$ cat src/rtl/recv_bcd_frame.sv
// Assembles a LF-terminated frame of ASCII digits from uart_rx into a packed BCD word, committed atomically.
// Outputs registered (pulses one cycle after rx_done); no backpressure. Define RECV_HEX_EN to also accept A-F/a-f.
module recv_bcd_frame #(
    parameter int          DIGITS         = 8,
    parameter logic [7:0]  TERM_CHAR      = 8'h0A,
    parameter logic [7:0]  IGNORE_CHAR    = 8'h0D,
    parameter int          TIMEOUT_CYCLES = 5000000
) (
    input  logic                         clk,
    input  logic                         rst_n,
    input  logic [7:0]                   rx_data,
    input  logic                         rx_done,
    output logic [4*DIGITS-1:0]          bcd_out,
    output logic                         frame_valid,
    output logic                         frame_err,
    output logic [1:0]                   err_code,
    output logic [$clog2(DIGITS+1)-1:0]  digit_cnt,
    output logic                         busy
);

    localparam int W     = 4 * DIGITS;
    localparam int CW    = $clog2(DIGITS + 1);
    localparam int TW    = (TIMEOUT_CYCLES > 1) ? $clog2(TIMEOUT_CYCLES) : 1;
    localparam bit TO_EN = (TIMEOUT_CYCLES > 0);
    localparam logic [TW-1:0] TLAST = TO_EN ? TW'(TIMEOUT_CYCLES - 1) : '0;

    localparam logic [1:0] ERR_BAD  = 2'b01;
    localparam logic [1:0] ERR_OVF  = 2'b10;
    localparam logic [1:0] ERR_TOUT = 2'b11;

    typedef enum logic [1:0] {IDLE, COLLECT, DISCARD} state_t;

    state_t          state_q, state_d;
    logic [W-1:0]    shadow_q, shadow_d;
    logic [W-1:0]    bcd_d;
    logic [CW-1:0]   cnt_d;
    logic [1:0]      ec_d;
    logic            fv_d, fe_d;
    logic [TW-1:0]   tcnt_q, tcnt_d;
    logic [4:0]      dec;
    logic            byte_ev, is_term, timeout_hit;

    // Returns {is_digit, nibble}.
    function automatic logic [4:0] decode(input logic [7:0] b);
        logic [4:0] r;
        r = '0;
        if (b >= 8'h30 && b <= 8'h39)
            r = {1'b1, b[3:0]};
`ifdef RECV_HEX_EN
        else if ((b >= 8'h41 && b <= 8'h46) || (b >= 8'h61 && b <= 8'h66))
            r = {1'b1, b[3:0] + 4'd9};
`endif
        return r;
    endfunction

    always_comb begin
        dec         = decode(rx_data);
        byte_ev     = rx_done && (rx_data != IGNORE_CHAR);
        is_term     = (rx_data == TERM_CHAR);
        // A byte arriving on the expiry cycle wins over the timeout.
        timeout_hit = TO_EN && (state_q != IDLE) && !rx_done && (tcnt_q == TLAST);

        state_d  = state_q;
        shadow_d = shadow_q;
        bcd_d    = bcd_out;
        cnt_d    = digit_cnt;
        ec_d     = err_code;
        fv_d     = 1'b0;
        fe_d     = 1'b0;
        tcnt_d   = tcnt_q;

        if (!TO_EN || byte_ev || state_q == IDLE || timeout_hit)
            tcnt_d = '0;
        else if (tcnt_q != TLAST)
            tcnt_d = tcnt_q + 1'b1;

        case (state_q)
            IDLE: begin
                if (byte_ev && !is_term) begin
                    if (dec[4]) begin
                        shadow_d = W'(dec[3:0]);
                        cnt_d    = CW'(1);
                        state_d  = COLLECT;
                    end else begin
                        fe_d    = 1'b1;
                        ec_d    = ERR_BAD;
                        state_d = DISCARD;
                    end
                end
            end
            COLLECT: begin
                if (byte_ev) begin
                    if (is_term) begin
                        bcd_d   = shadow_q;
                        fv_d    = 1'b1;
                        cnt_d   = '0;
                        state_d = IDLE;
                    end else if (dec[4]) begin
                        if (digit_cnt < CW'(DIGITS)) begin
                            shadow_d = (shadow_q << 4) | W'(dec[3:0]);
                            cnt_d    = digit_cnt + 1'b1;
                        end else begin
                            fe_d    = 1'b1;
                            ec_d    = ERR_OVF;
                            state_d = DISCARD;
                        end
                    end else begin
                        fe_d    = 1'b1;
                        ec_d    = ERR_BAD;
                        state_d = DISCARD;
                    end
                end else if (timeout_hit) begin
                    fe_d    = 1'b1;
                    ec_d    = ERR_TOUT;
                    cnt_d   = '0;
                    state_d = IDLE;
                end
            end
            DISCARD: begin
                if ((byte_ev && is_term) || timeout_hit) begin
                    cnt_d   = '0;
                    state_d = IDLE;
                end
            end
            default: begin
                cnt_d   = '0;
                state_d = IDLE;
            end
        endcase
    end

    always_ff @(posedge clk or negedge rst_n) begin
        if (!rst_n) begin
            state_q     <= IDLE;
            shadow_q    <= '0;
            bcd_out     <= '0;
            digit_cnt   <= '0;
            err_code    <= '0;
            frame_valid <= 1'b0;
            frame_err   <= 1'b0;
            tcnt_q      <= '0;
        end else begin
            state_q     <= state_d;
            shadow_q    <= shadow_d;
            bcd_out     <= bcd_d;
            digit_cnt   <= cnt_d;
            err_code    <= ec_d;
            frame_valid <= fv_d;
            frame_err   <= fe_d;
            tcnt_q      <= tcnt_d;
        end
    end

    assign busy = (state_q != IDLE);

endmodule

$ cat config.mk
export PLATFORM = sky130hd
export DESIGN_NAME = recv_bcd_frame
export DESIGN_NICKNAME = d
export VERILOG_FILES = /design/src/rtl/recv_bcd_frame.sv
export SDC_FILE = /design/constraint.sdc
export NUM_CORES = 1
export LEC_CHECK = 0
export ABC_AREA = 1
export BUFFER_PORTS_ARGS = -buffer_cell sky130_fd_sc_hd__buf_2
export CORE_MARGIN = 2
export CORE_UTILIZATION = 50
export CTS_CLUSTER_DIAMETER = 150
export CTS_CLUSTER_SIZE = 28
export DETAILED_ROUTE_END_ITERATION = 10
export PLACE_DENSITY_LB_ADDON = 0.12
export SLEW_MARGIN = 20
export SYNTH_ARGS = -nofsm -noshare
export SYNTH_HDL_FRONTEND = slang
export SYNTH_SLANG_ARGS = --single-unit
$ cat constraint.sdc
create_clock -name clk -period 1.6 [get_ports clk]
set_input_delay 0.16 -clock clk [delete_from_list [all_inputs] [get_ports clk]]
set_output_delay 0.16 -clock clk [all_outputs]
set_load 0.01 [all_outputs]
==> out/qor.csv <==
metric,value,unit
power per cell area,891.5,mW/mm2
Hold Path Depth,3,
post-synthesis cell count,531,
diode count,0,
Max rail drop VDD,0.0005696,V
Seq cells post-synth,97,
Max Freq,617.7,MHz
Area Overhead vs Synth,22.92,%
sequence of cells on the critical path,ha_4 > inv_2 > nor2_4 > nand2_2 > nor2_4 > nand3_4 > a21oi_4 > nand3_2 > nand2_1 > nand2_1,
Sink Count,97,
Reg2Reg Depth,10,
vias in the first global route,3801,
Syn Area/Cell,8.935,um2
post-DP HPWL,7376,um
static leakage,2.915,nW
post-synthesis sequential area ratio,51.16,%
Tightest Pin Transition,515.6,ps
initial antenna violation count,0,
Cell Int Power,3.620,mW
Worst-path clk slew,100,ps
Top-Level Pins,52,
worst path required time,1870,ps
Slew headroom,65.63,%
GPL Wtd Cong,0.8918,
part of the cycle the worst path needs,101.2,%
combinational power share,15.5,%
RSZ-0062 raised after global routing,yes,
Seq pwr share,54.2,%
crit-path max cell delay,410,ps
CP top delay family,simple AND/OR/NAND/NOR gates,
TritonCTS buffer count,9,
# nets final,644,
I/O Buffers,51,
final antenna-violating net count,0,
grt met1 use,28.01,%
GR met3 Demand/Resource,3.313,%
CP arrival,1880,ps
routed len/inst,13.61,um
met2 usage,36.73,%
Mapped Area,0.004745,mm2
CTS H-tree depth,3,
Synth area leader,dfrtp_1,
routed vias,3862,
DRT iter0 DRCs,124,
Die Ht,101.4,um
WP buf/inv,1,
CTS tree,yes,
gr ovfl total,0,
Max-Cap Viols,0,
final setup margin,-19.03,ps
drt first pass iters,4,
post-synth top area share,51.16,%
Clock power frac,30.4,%
synth unique cells,35,
Post-synth EDFFs,0,
DRT Wirelength,10410,um
fin crit period,1619,ps
FILL cells,837,
drt via density,5.048,
crit path max fanout,4,
Worst Setup Start Kind,flip-flop,
Switching Share,30.37,%
largest net degree at the start of global routing,41,
reg2reg setup slack,-20,ps
crit path max-delay cell type,dfrtp_1,
Fin Setup TNS,-39.06,ps
total nets after synthesis,544,
Worst-Skew Late Latency,370,ps
worst r2r dst,digit_cnt[2],
core area,0.009240,mm2
detailed-route DRC error count,0,
CTS root buf,clkbuf_8,
Synthesis Warnings,0,
NetSw,1.579,mW
Fin. Hold Viols,0,
fin. max-slew vios,0,
count of endpoints failing setup in the final report,4,
Post-synth ARST share,100.0,%
Hold WC Path Type,primary input to flip-flop,
failing checks,negative setup slack,
global-route wire length before repair,17540,um
starting density of the core,51.35,%
Clock Tree Buf Depth,2,
hold path startpoint,rx_data[1],
status,"complete, but fails checks",
Hold Path End,shadow_q[1],
largest cells by area after synthesis,"dfrtp_1 51%, nand2_1 7.7%, inv_1 5.1%, nand3_2 4.9%, nor2_1 4.4%",
busiest grt layer,met2,
critical path depth,10,
Tot GR Track Use,21.43,%
element type at the critical path end,flip-flop,
Crit Path Class,flip-flop to flip-flop,
Clock Skews,14.14,ps
Reg-to-Reg Start,tcnt_q[1],
full die area,0.01028,mm2
Most used DFF post-synth,dfrtp_1,
share of layout cells above drive strength 1,32.70,%
Std-Cell Rows,35,
Tot Pwr,5.199,mW
Die X,101.4,um
[sequential cells by signal, indices dropped and copies added, names as in the netlist]
register,cells
bcd_out,32
shadow_q,32
tcnt_q,23
digit_cnt,4
err_code,2
state_q,2
frame_err,1
frame_valid,1
[metal layers]
layer	wire, um	share of wire (%)	vias up
met1	4766	46	1836
met4	142	1.4	0
met2	5194	50	78
met5	0	0	-
li1	-	-	1936
met3	307	2.9	12
[repair_timing]
item | 4_1_cts | 5_1_grt
endpoints found under the hold margin | 36 | 0
hold buffers | 1 | 0
resized for setup | 12 | 16
pin swaps | 13 | 6
endpoints found under the setup margin | 17 | 29
buffers inserted | 12 | 4
[layout by cell type, fill, tap and decap left out, types with 2 or more instances in the layout]
cell,n
a21oi_2,3
inv_1,62
o21ai_1,8
nand3_4,3
buf_2,50
inv_2,8
nand2_1,92
nor2_1,51
buf_4,49
o21ai_0,35
a21oi_1,7
nand4_1,14
clkbuf_8,9
a31oi_1,2
xor2_1,7
inv_8,3
nand3_2,26
dfrtp_1,97
nor3_1,8
nand3_1,25
nor4_1,5
clkinv_4,2
xnor2_1,5
nor2_2,3
nor3b_1,4
o21ai_2,20
nor2_4,6
nand2_2,11
inv_4,2
buf_12,6
[cell type report]
cell class	count	area, um2	area share (%)
clock buffers	9	123.9	2.124
clock inverters	7	72.57	1.244
inverters	72	275.3	4.720
multi-input cells	345	2023	34.69
flip-flops and latches	97	2427	41.62
well taps	129	161.4	2.768
repair buffers	106	748.2	12.83
[worst min-delay path, stage by stage]
cell and delay, ps:
buf_2 120, inv_2 50, o21ai_0 70
[power groups by stage]
| stage | logic [mW] | clock network, mW | registers (mW) |
|---|---|---|---|
| 6_report | 0.804 | 1.58 | 2.82 |
| 5_1_grt | 0.903 | 1.72 | 2.85 |
| 4_1_cts | 0.781 | 1.61 | 2.82 |
| 3_5_place_dp | 0.757 | 0 | 2.86 |
| 3_3_place_gp | 0.740 | 0 | 2.85 |
| 2_1_floorplan | 0.449 | 0 | 2.85 |
[through the flow]
stage	instance area [um2]	hold WS [ps]	utilization (%)	setup WS, ps	cells
after detailed placement	5398	169.1	58.42	-80.71	732
after global routing	5832	61.76	63.11	-150.0	765
final	5832	67.61	63.11	-19.03	765
after floorplan	4752	-135.6	-	9.376	531
after global placement	5398	167.1	58.42	-3.834	732
after CTS	5737	56.44	62.09	-20.07	761
[worst max-delay path by stage]
stage                          start           end  slack [ps]
final                      tcnt_q[1]  digit_cnt[2]         -20
after global routing       tcnt_q[1]    tcnt_q[18]        -150
after CTS                 tcnt_q[15]  digit_cnt[3]         -20
after detailed placement   tcnt_q[0]  digit_cnt[2]         -80
after global placement    tcnt_q[10]  digit_cnt[3]          -4
after floorplan            tcnt_q[0]  digit_cnt[0]           9
[synth_stat cells (5+ instances only)]
cell     number
dfrtp_1      97
nand2_1      97
inv_1        64
nor2_1       55
o21ai_0      36
nand3_1      29
nand3_2      23
o21ai_2      20
nand4_1      14
a21oi_1      10
buf_2         9
inv_2         8
nor3_1        8
o21ai_1       7
xor2_1        7
nand2_2       6
nor3b_1       5
nor4_1        5
xnor2_1       5
[cell families after synthesis]
kind of cell | after synthesis | synth area share, %
xor+xnor | 12 | 2.215
flops | 97 | 51.16
compound gates | 79 | 10.36
simple gates | 252 | 27.22
fa+ha+maj | 2 | 0.5273
buf+inv | 89 | 8.518
No activity file was read; power rests on OpenSTA's default activity.
